$ cat src/rtl/a2d_pkg.sv
// a2d_pkg: shared types and constants for the A2D SPI conversion controller.
package a2d_pkg;

  typedef enum logic [2:0] {
    IDLE = 3'd0,
    CMD  = 3'd1,
    GAP  = 3'd2,
    READ = 3'd3,
    DONE = 3'd4
  } state_t;

  localparam logic [1:0]  CMD_PAD_HI  = 2'b00;
  localparam logic [10:0] CMD_PAD_LO  = 11'h000;
  // Puts the first SCLK fall 9 clk after SS_n falls (counter wraps 23 -> 0).
  localparam logic [4:0]  DIV_PRELOAD = 5'b10111;
  localparam int          BACK_PORCH  = 16;

  function automatic logic [15:0] mk_cmd(input logic [2:0] ch);
    return {CMD_PAD_HI, ch, CMD_PAD_LO};
  endfunction

endpackage

$ cat src/rtl/spi_xfer16.sv
// spi_xfer16: one framed 16-bit SPI transaction, SCLK idling high.
// MOSI launches on SCLK fall, MISO is captured on SCLK rise.
module spi_xfer16
  import a2d_pkg::*;
#(
  parameter int SCLK_DIV_W = 5
) (
  input  logic        clk,
  input  logic        rst_n,
  input  logic        wrt,
  input  logic [15:0] cmd,
  output logic        done,
  output logic [15:0] rx_data,
  output logic        SS_n,
  output logic        SCLK,
  output logic        MOSI,
  input  logic        MISO
);

  typedef enum logic [1:0] {
    X_IDLE  = 2'd0,
    X_SHIFT = 2'd1,
    X_PORCH = 2'd2
  } xfer_t;

  localparam int PORCH_W = $clog2(BACK_PORCH);
  localparam logic [SCLK_DIV_W-1:0] PRELOAD  = SCLK_DIV_W'(DIV_PRELOAD);
  localparam logic [SCLK_DIV_W-1:0] DIV_FALL = {SCLK_DIV_W{1'b1}};
  localparam logic [SCLK_DIV_W-1:0] DIV_RISE = {1'b0, {(SCLK_DIV_W-1){1'b1}}};

  xfer_t                 r_xst;
  logic [SCLK_DIV_W-1:0] r_div;
  logic [15:0]           r_tx;
  logic [15:0]           r_rx;
  logic [3:0]            r_bit_cnt;
  logic [PORCH_W-1:0]    r_porch;
  logic                  r_ss_n;
  logic                  r_sclk;
  logic                  r_mosi;
  logic                  r_done;
  logic [SCLK_DIV_W-1:0] w_div_nxt;

  assign w_div_nxt = r_div + SCLK_DIV_W'(1);

  // Divider, shifters and bit/porch counters; SCLK is the registered divider MSB.
  always_ff @(posedge clk or negedge rst_n) begin
    if (!rst_n) begin
      r_xst     <= X_IDLE;
      r_div     <= '0;
      r_tx      <= 16'h0000;
      r_rx      <= 16'h0000;
      r_bit_cnt <= 4'd0;
      r_porch   <= '0;
      r_ss_n    <= 1'b1;
      r_sclk    <= 1'b1;
      r_mosi    <= 1'b0;
      r_done    <= 1'b0;
    end else begin
      r_done <= 1'b0;
      case (r_xst)
        X_IDLE: begin
          if (wrt) begin
            r_ss_n    <= 1'b0;
            r_div     <= PRELOAD;
            r_sclk    <= PRELOAD[SCLK_DIV_W-1];
            r_tx      <= cmd;
            r_bit_cnt <= 4'd0;
            r_xst     <= X_SHIFT;
          end
        end
        X_SHIFT: begin
          r_div  <= w_div_nxt;
          r_sclk <= w_div_nxt[SCLK_DIV_W-1];
          if (r_div == DIV_FALL) begin
            r_mosi <= r_tx[15];
            r_tx   <= {r_tx[14:0], 1'b0};
          end else if (r_div == DIV_RISE) begin
            r_rx <= {r_rx[14:0], MISO};
            if (r_bit_cnt == 4'd15) begin
              r_porch <= '0;
              r_xst   <= X_PORCH;
            end else begin
              r_bit_cnt <= r_bit_cnt + 4'd1;
            end
          end
        end
        X_PORCH: begin
          // Divider is frozen with its MSB set, so SCLK holds high here.
          if (r_porch == PORCH_W'(BACK_PORCH - 1)) begin
            r_ss_n <= 1'b1;
            r_done <= 1'b1;
            r_xst  <= X_IDLE;
          end else begin
            r_porch <= r_porch + PORCH_W'(1);
          end
        end
        default: r_xst <= X_IDLE;
      endcase
    end
  end

  assign done    = r_done;
  assign rx_data = r_rx;
  assign SS_n    = r_ss_n;
  assign SCLK    = r_sclk;
  assign MOSI    = r_mosi;

endmodule

$ cat src/rtl/a2d_spi_ctrl.sv
// a2d_spi_ctrl: one channel conversion per request on an ADC128S-style A2D.
// Define A2D_FAST_RPT_EN to skip the addressing transaction when the channel repeats.
module a2d_spi_ctrl
  import a2d_pkg::*;
#(
  parameter int SCLK_DIV_W = 5,
  parameter int GAP_CLKS   = 2
) (
  input  logic        clk,
  input  logic        rst_n,
  input  logic        strt_cnv,
  input  logic [2:0]  chnnl,
  output logic        cnv_cmplt,
  output logic [11:0] res,
  output logic        SS_n,
  output logic        SCLK,
  output logic        MOSI,
  input  logic        MISO
);

  localparam int GAP_W = (GAP_CLKS > 1) ? $clog2(GAP_CLKS) : 1;

  state_t           r_state;
  logic [2:0]       r_ch;
  logic             r_wrt;
  logic [GAP_W-1:0] r_gap_cnt;
  logic             r_cap;
  logic [11:0]      r_res;
  logic             r_cnv_cmplt;
  logic             w_done;
  logic [15:0]      w_rx;
  logic             w_rx_unused;
`ifdef A2D_FAST_RPT_EN
  logic [2:0]       r_last_ch;
  logic             r_last_vld;
`endif

  assign w_rx_unused = ^w_rx[15:12];

  spi_xfer16 #(
    .SCLK_DIV_W (SCLK_DIV_W)
  ) u_xfer (
    .clk     (clk),
    .rst_n   (rst_n),
    .wrt     (r_wrt),
    .cmd     (mk_cmd(r_ch)),
    .done    (w_done),
    .rx_data (w_rx),
    .SS_n    (SS_n),
    .SCLK    (SCLK),
    .MOSI    (MOSI),
    .MISO    (MISO)
  );

  // Conversion sequencing; res is loaded one clk ahead of the cnv_cmplt pulse.
  always_ff @(posedge clk or negedge rst_n) begin
    if (!rst_n) begin
      r_state     <= IDLE;
      r_ch        <= 3'd0;
      r_wrt       <= 1'b0;
      r_gap_cnt   <= '0;
      r_cap       <= 1'b0;
      r_res       <= 12'h000;
      r_cnv_cmplt <= 1'b0;
`ifdef A2D_FAST_RPT_EN
      r_last_ch   <= 3'd0;
      r_last_vld  <= 1'b0;
`endif
    end else begin
      r_wrt       <= 1'b0;
      r_cnv_cmplt <= 1'b0;
      case (r_state)
        IDLE: begin
          if (strt_cnv) begin
            r_ch  <= chnnl;
            r_wrt <= 1'b1;
`ifdef A2D_FAST_RPT_EN
            if (r_last_vld && (chnnl == r_last_ch)) begin
              r_state <= READ;
            end else begin
              r_state <= CMD;
            end
`else
            r_state <= CMD;
`endif
          end
        end
        CMD: begin
          if (w_done) begin
            r_gap_cnt <= '0;
            r_state   <= GAP;
          end
        end
        GAP: begin
          if (r_gap_cnt == GAP_W'(GAP_CLKS - 1)) begin
            r_wrt   <= 1'b1;
            r_state <= READ;
          end else begin
            r_gap_cnt <= r_gap_cnt + GAP_W'(1);
          end
        end
        READ: begin
          if (r_cap) begin
            r_cap       <= 1'b0;
            r_cnv_cmplt <= 1'b1;
            r_state     <= DONE;
          end else if (w_done) begin
            r_res <= w_rx[11:0];
            r_cap <= 1'b1;
          end
        end
        DONE: begin
`ifdef A2D_FAST_RPT_EN
          r_last_ch  <= r_ch;
          r_last_vld <= 1'b1;
`endif
          r_state <= IDLE;
        end
        default: r_state <= IDLE;
      endcase
    end
  end

  assign cnv_cmplt = r_cnv_cmplt;
  assign res       = r_res;

endmodule

$ cat config.mk
export PLATFORM = sky130hd
export DESIGN_NAME = a2d_spi_ctrl
export DESIGN_NICKNAME = d
export VERILOG_FILES = /design/src/rtl/a2d_pkg.sv /design/src/rtl/spi_xfer16.sv /design/src/rtl/a2d_spi_ctrl.sv
export SDC_FILE = /design/constraint.sdc
export NUM_CORES = 1
export LEC_CHECK = 0
export CELL_PAD_IN_SITES_DETAIL_PLACEMENT = 1
export CELL_PAD_IN_SITES_GLOBAL_PLACEMENT = 1
export CORE_ASPECT_RATIO = 0.8
export CORE_MARGIN = 10
export CORE_UTILIZATION = 30
export DETAILED_ROUTE_END_ITERATION = 6
export DONT_BUFFER_PORTS = 1
export PLACE_DENSITY_LB_ADDON = 0.1
export SYNTH_ARGS = -nofsm -noshare
export SYNTH_HDL_FRONTEND = slang
export SYNTH_SLANG_ARGS = --single-unit
$ cat constraint.sdc
create_clock -name clk -period 1.95 [get_ports clk]
set_input_delay 0.585 -clock clk [delete_from_list [all_inputs] [get_ports clk]]
set_output_delay 0.585 -clock clk [all_outputs]
set_load 0.05 [all_outputs]
==> results of run 1 <==
[worst paths after layout]
| path | start | endpoint | slack, ns | depth (start not counted) |
|---|---|---|---|---|
| worst max register to register | u_xfer.r_div[0]$_DFFE_PN0P_ | u_xfer.r_bit_cnt[0]$_DFFE_PN0P_ | 0.06 | 6 |
| worst min-delay path | rst_n | u_xfer.SS_n$_DFFE_PN1P_ | 0.09 | 0 |
| worst max-delay path | u_xfer.r_div[0]$_DFFE_PN0P_ | u_xfer.r_bit_cnt[0]$_DFFE_PN0P_ | 0.06 | 6 |
| max in group asynchronous | rst_n | u_xfer.r_bit_cnt[1]$_DFFE_PN0P_ | 1.60 | 1 |
| worst min register to register | u_xfer.rx_data[11]$_DFFE_PN0P_ | u_xfer.rx_data[11]$_DFFE_PN0P_ | 0.49 | 2 |
| min in group clk | MISO | u_xfer.rx_data[0]$_DFFE_PN0P_ | 0.36 | 2 |
[worst reg2reg max path, cell delays in order, from the launching register on]
cell and delay [ns]:
dfrtp_1 0.39, ha_2 0.20, and3_1 0.20, ha_1 0.22
and4bb_2 0.36, a21oi_4 0.08, mux2_4 0.31
[cells in the mapped netlist (all sizes together)]
master,instances
a31o,1
a211oi,1
o21ai,9
nand2,49
ha,5
a2111oi,1
xnor2,1
o22ai,2
o221ai,1
nand3,9
or2,1
mux2i,4
xor2,1
nor2b,2
a31oi,2
nor3b,2
nor2,6
a41oi,1
nand2b,4
o21a,1
a21oi,3
a22o,1
o2bb2ai,1
dfrtp,56
buf,6
clkbuf,3
inv,6
a21boi,1
nand4bb,1
a21o,4
and3,2
or3b,1
nor3,3
dfstp,2
o22a,1
mux2,21
o41ai,1
a211o,1
and4bb,1
[area by class of cell]
type                       count  share of cell area
timing repair buffer          11              0.0349
tap                          108              0.0459
multi-input combinational    145               0.352
inverter                       6             0.00766
clock buffer                  11              0.0515
sequential                    58               0.494
clock inverter                 3              0.0136
[registers in the layout (all words and copies together) (netlist names), 2 cells and up]
| signal | cells |
|---|---|
| u_xfer.r_div | 5 |
| r_state | 3 |
| u_xfer.r_tx | 5 |
| u_xfer.r_porch | 4 |
| r_ch | 3 |
| u_xfer.rx_data | 12 |
| u_xfer.r_xst | 2 |
| u_xfer.r_bit_cnt | 4 |
| res | 12 |
[cells by family after synthesis]
logic type,Yosys count,synth area share
adders and majority gates,5,0.0249
AOI/OAI and AO/OA,32,0.0952
and+or+nand+nor,81,0.152
DFF,58,0.579
muxes,25,0.110
buffers and inverters,15,0.0314
xor gates and xnor gates,2,0.00698
[routing by layer]
layer / track usage / part of all wire
met5: 0 / 0
met1: 0.115 / 0.48
met3: 0.0446 / 0.044
met4: 0.0443 / 0.016
met2: 0.146 / 0.46
[power by group]
group          switching, mW  internal [mW]  total, mW  leakage (nW)
sequential             0.218           1.43       1.64         0.760
combinational          0.286          0.291      0.577         0.525
clock                  0.462          0.641       1.10         0.101
total                  0.966           2.36       3.32          1.39
[what timing repair did]
item                                    in CTS  in global routing
endpoints found under the setup margin      10                 19
hold endpoints to repair                    56                  0
hold buffers                                 1                  0
pin swaps                                    1                  2
resized for setup                            5                  5
setup buffers                                0                  1
[metrics by stage]
step | total power [mW] | cells | area (um^2) | util
after floorplan | 2.00 | 218 | 2510 | -
after global placement | 2.14 | 326 | 2660 | 0.330
after detailed placement | 2.18 | 326 | 2660 | 0.330
after CTS | 3.36 | 341 | 2900 | 0.360
after global routing | 3.55 | 342 | 2940 | 0.365
final | 3.32 | 342 | 2940 | 0.365
==> results.py, run 1 <==
metrics = {
    "clock_network": {
        "clockRootBuffer": "clkbuf_8",
        "htreeDepth": 3,
        "cts.sinks": 58,
        "cts_inserted_buffers": 9,
        "path_clk_slew_ns": 0.06,
        "cts_tree": "built",
        "clkLatencyLatePin_ns": 0.34,
        "clockBufferDepth": 2,
    },
    "detailed_routing": {
        "remaining_drc_errors": 0,
        "routed_via_density": 4.70,
        "wl_um": 5620,
        "drt_pass1_iterations": 4,
        "vias": 1608,
        "drtAntennaViolNets": 0,
        "drt_iter0_markers": 96,
        "wire_per_inst_um": 16.4,
    },
    "die": {
        "core_region_area_mm2": 0.00806,
        "dieWidth_um": 122,
        "die_h_um": 102,
        "die-area_mm2": 0.0125,
        "rows": 29,
        "initial_core_util": 0.312,
        "pin_count": 23,
    },
    "sta": {
        "maxSlewHeadroom": 0.649,
        "fmax_mhz": 530,
        "rsz0062_at_grt": "no",
        "finalSetupViolCount": 0,
        "period_minus_slack_ns": 1.89,
        "timing.hold.ws_ns": 0.0854,
        "max_slew.worst_pin.slew_ns": 0.526,
        "skew_ns": 0.00525,
        "setup_slack_ns": 0.0625,
        "tns_ns": 0,
        "fin_crit_sh": 0.968,
        "finalHoldViolations": 0,
        "maxSlewViolCount": 0,
    },
    "setup_path": {
        "critPathTopFamily": "simple AND/OR/NAND/NOR gates",
        "cp_cell_sequence": "ha_2 -> and3_1 -> ha_1 -> and4bb_2 -> a21oi_4 -> mux2_4",
        "critPathSlowestCell": "dfrtp_1",
        "cp-end-kind": "register",
        "cp_num_buf_inv": 0,
        "worstPathArrival_ns": 2.11,
        "cp.required_ns": 2.17,
        "slowest_delay_ns": 0.39,
        "worst_setup_path_start_kind": "register",
        "path_max_fanout": 3,
        "crit_type": "reg -> reg",
    },
    "synthesis": {
        "syn_area_mm2": 0.00251,
        "synthTopCellsByArea": "dfrtp_1 56%, nand2_1 7.3%, mux2_2 4.9%",
        "synth_top_area_share": 0.558,
        "yosysUniqueCellTypes": 45,
        "synth.avg_cell_area_um2": 11.5,
        "syn_nets": 230,
        "synth_cells": 218,
        "yosysWarnings": 0,
        "ys_seq_area_frac": 0.579,
        "synth_top_area_cell": "dfrtp_1",
        "synth.ff_latch_count": 58,
    },
    "global_routing": {
        "grt_overflow_total": 0,
        "grt_pass1_vias": 1792,
        "grt_max_degree": 57,
        "gr-usage-all-layers": 0.0966,
        "antenna_found_initial": 0,
        "grt_pass1_wl_um": 9260,
    },
    "placement": {
        "place_ws_ns": -0.110,
        "place.gp.congestion": 0.752,
        "dp_hpwl_um": 3750,
        "port_buffers": 0,
    },
    "pwr": {
        "p_leak_nw": 1.39,
        "ir_worst_vdd_mv": 0.380,
        "p_per_area_mw_per_mm2": 1130,
    },
    "cells_and_area": {
        "nets": 243,
        "final_common_cell": "dfrtp_1",
        "n_antenna_cell": 0,
        "fillers": 902,
        "most-common-layout-cells": "56 x dfrtp_1, 49 x nand2_1, 11 x clkbuf_8",
        "area_delta_synth_final_pct": 17.1,
        "multiInputGateArea_mm2": 0.00104,
        "register_area_mm2": 0.00145,
        "drive_gt1_frac": 0.222,
    },
    "min_path": {
        "hp-class": "in -> async",
    },
    "outcome": {
        "outcome": "complete, no violations",
    },
    "run": {
        "drv_cap": 0,
    },
}
Power figures use the tool's default switching activity.
==> run 2, diff against run 1 <==
Settings changed: SYNTH_HIERARCHICAL from default to 1.
==> run 2 against run 1 <==
Net effect: the flow now finishes with violations (hold timing); routed wire length is 13% higher; combinational power is 93% lower; fmax is 0.90% higher; sequential power is 10% lower; largest cell class unchanged; largest power group is now the clock network.
==> results.py, run 2 <==
metrics = {
    "sta": {
        "fmax_mhz": 535,
        "max_slew.worst_pin.slew_ns": 0.505,
        "setup_slack_ns": 0.0794,
        "period_minus_slack_ns": 1.87,
        "rsz0062_at_grt": "no",
        "timing.hold.ws_ns": -0.0511,
        "maxSlewViolCount": 0,
        "maxSlewHeadroom": 0.663,
        "tns_ns": 0,
        "finalSetupViolCount": 0,
        "finalHoldViolations": 67,
        "skew_ns": 0.00545,
        "fin_crit_sh": 0.959,
    },
    "die": {
        "dieWidth_um": 135,
        "rows": 33,
        "pin_count": 23,
        "core_region_area_mm2": 0.0103,
        "initial_core_util": 0.307,
        "die_h_um": 112,
        "die-area_mm2": 0.0151,
    },
    "global_routing": {
        "grt_max_degree": 70,
        "antenna_found_initial": 0,
        "grt_pass1_wl_um": 11200,
        "grt_overflow_total": 0,
        "grt_pass1_vias": 2078,
        "gr-usage-all-layers": 0.0931,
    },
    "clock_network": {
        "path_clk_slew_ns": 0.06,
        "cts_inserted_buffers": 9,
        "clockRootBuffer": "clkbuf_16",
        "cts_tree": "built",
        "htreeDepth": 3,
        "clkLatencyLatePin_ns": 0.34,
        "cts.sinks": 69,
        "clockBufferDepth": 2,
    },
    "synthesis": {
        "syn_area_mm2": 0.00316,
        "yosysWarnings": 6,
        "synth_cells": 235,
        "synth.avg_cell_area_um2": 13.4,
    },
    "placement": {
        "place.gp.congestion": 0.733,
        "dp_hpwl_um": 4220,
        "place_ws_ns": 0.0190,
        "port_buffers": 0,
    },
    "cells_and_area": {
        "most-common-layout-cells": "67 x dfrtp_1, 49 x mux2_2, 13 x buf_4, 13 x conb_1, 10 x mux2_4",
        "fillers": 1074,
        "largest_register_ffs": 16,
        "area_delta_synth_final_pct": 19.1,
        "regMostFlops": "u_xfer/r_tx",
        "n_antenna_cell": 0,
        "final_common_cell": "dfrtp_1",
        "fin_util": 0.366,
        "nets": 276,
        "drive_gt1_frac": 0.388,
    },
    "setup_path": {
        "r2r_start": "u_xfer/r_div[1]$_DFFE_PN0P_",
        "path_max_fanout": 5,
        "r2r_end": "u_xfer/r_bit_cnt[3]$_DFFE_PN0P_",
        "worstPathArrival_ns": 2.09,
        "cp_cell_sequence": "ha_2 -> and3_4 -> ha_4 -> nand2b_4 -> or3b_4 -> a32o_1",
        "slowest_delay_ns": 0.40,
        "cp.required_ns": 2.17,
        "cp-end-kind": "register",
        "worst-r2r-setup-slack_ns": 0.08,
        "crit_start": "u_xfer/r_div[1]$_DFFE_PN0P_",
        "critPathSlowestCell": "dfrtp_1",
        "reg2reg_depth": 6,
        "crit_type": "reg -> reg",
        "crit_end": "u_xfer/r_bit_cnt[3]$_DFFE_PN0P_",
        "worst_setup_path_start_kind": "register",
    },
    "detailed_routing": {
        "wl_um": 6340,
        "wire_per_inst_um": 15.5,
        "remaining_drc_errors": 0,
        "drt_iter0_markers": 102,
        "vias": 1866,
        "drtAntennaViolNets": 0,
        "drt_pass1_iterations": 4,
        "routed_via_density": 4.57,
    },
    "pwr": {
        "p_leak_nw": 1.76,
        "ir_worst_vdd_mv": 0.458,
        "p_per_area_mw_per_mm2": 838,
    },
    "run": {
        "drv_cap": 0,
    },
    "outcome": {
        "outcome": "finished with violations",
        "failed_checks": "hold timing",
    },
    "min_path": {
        "hp-class": "in -> async",
    },
}
==> run 2: cell types whose count changed in the layout (fill, tap and decap cells not counted), moves of 9 or more <==
cell       before  now
conb_1          0   13
nand2_1        49    9
clkbuf_8       11    1
dfrtp_1        56   67
clkbuf_16       0    9
mux2_1         10    0
mux2_4          1   10
mux2_2         10   49
==> run 2: how the worst min path moves through the flow <==
stage	cells past startpoint	endpoint	from
after floorplan	0	cnv_cmplt$_DFF_PN0_	rst_n
after global placement	0	u_xfer/r_bit_cnt[1]$_DFFE_PN0P_	rst_n
after detailed placement	0	u_xfer/r_porch[3]$_DFFE_PN0P_	rst_n
after CTS	0	res[10]$_DFFE_PN0P_	rst_n
after global routing	0	u_xfer/rx_data[3]$_DFFE_PN0P_	rst_n
final	0	u_xfer/r_bit_cnt[1]$_DFFE_PN0P_	rst_n
==> run 2: stage by stage <==
| stage | cell area [um^2] | power [mW] | instances |
|---|---|---|---|
| after floorplan | 3220 | 1.53 | 247 |
| after global placement | 3430 | 1.54 | 390 |
| after detailed placement | 3430 | 1.54 | 390 |
| after CTS | 3740 | 3.21 | 406 |
| after global routing | 3760 | 3.30 | 408 |
| final | 3760 | 3.15 | 408 |
==> run 2: per-layer routing <==
metal	track usage	part of all wire	routed length, um
met4	0.0434	0.022	137
met1	0.119	0.47	3000
met2	0.131	0.45	2850
met3	0.0418	0.054	339
met5	0	0	0
==> run 2: worst max-delay path: cells and delay by family, from the launching register on <==
kind	cells	cell delay, ns
fa+ha+maj	2	0.36
compound gates	1	0.27
simple gates	3	0.73
flops	1	0.40
==> run 2: power breakdown <==
group	internal (mW)	switching, mW	total, mW
combinational	0.0302	0.0117	0.0419
clock	1.03	0.617	1.64
sequential	1.45	0.0149	1.47
==> run 2: layout make-up <==
type	instances	area, um^2	area share
clock buffers	11	243	0.0645
clock inverters	5	58.8	0.0156
inverters	8	30.0	0.00798
multi-input cells	161	1410	0.375
flip-flops and latches	69	1730	0.459
well taps	140	175	0.0465
repair buffers	14	118	0.0313
==> run 2: what timing repair did <==
item                       in CTS  in global routing
cloned                          0                  0
setup buffers                   0                  2
hold endpoints to repair       67                 67
gates resized for setup         1                  4
setup endpoints to repair       1                 18
pin swaps                       0                  0
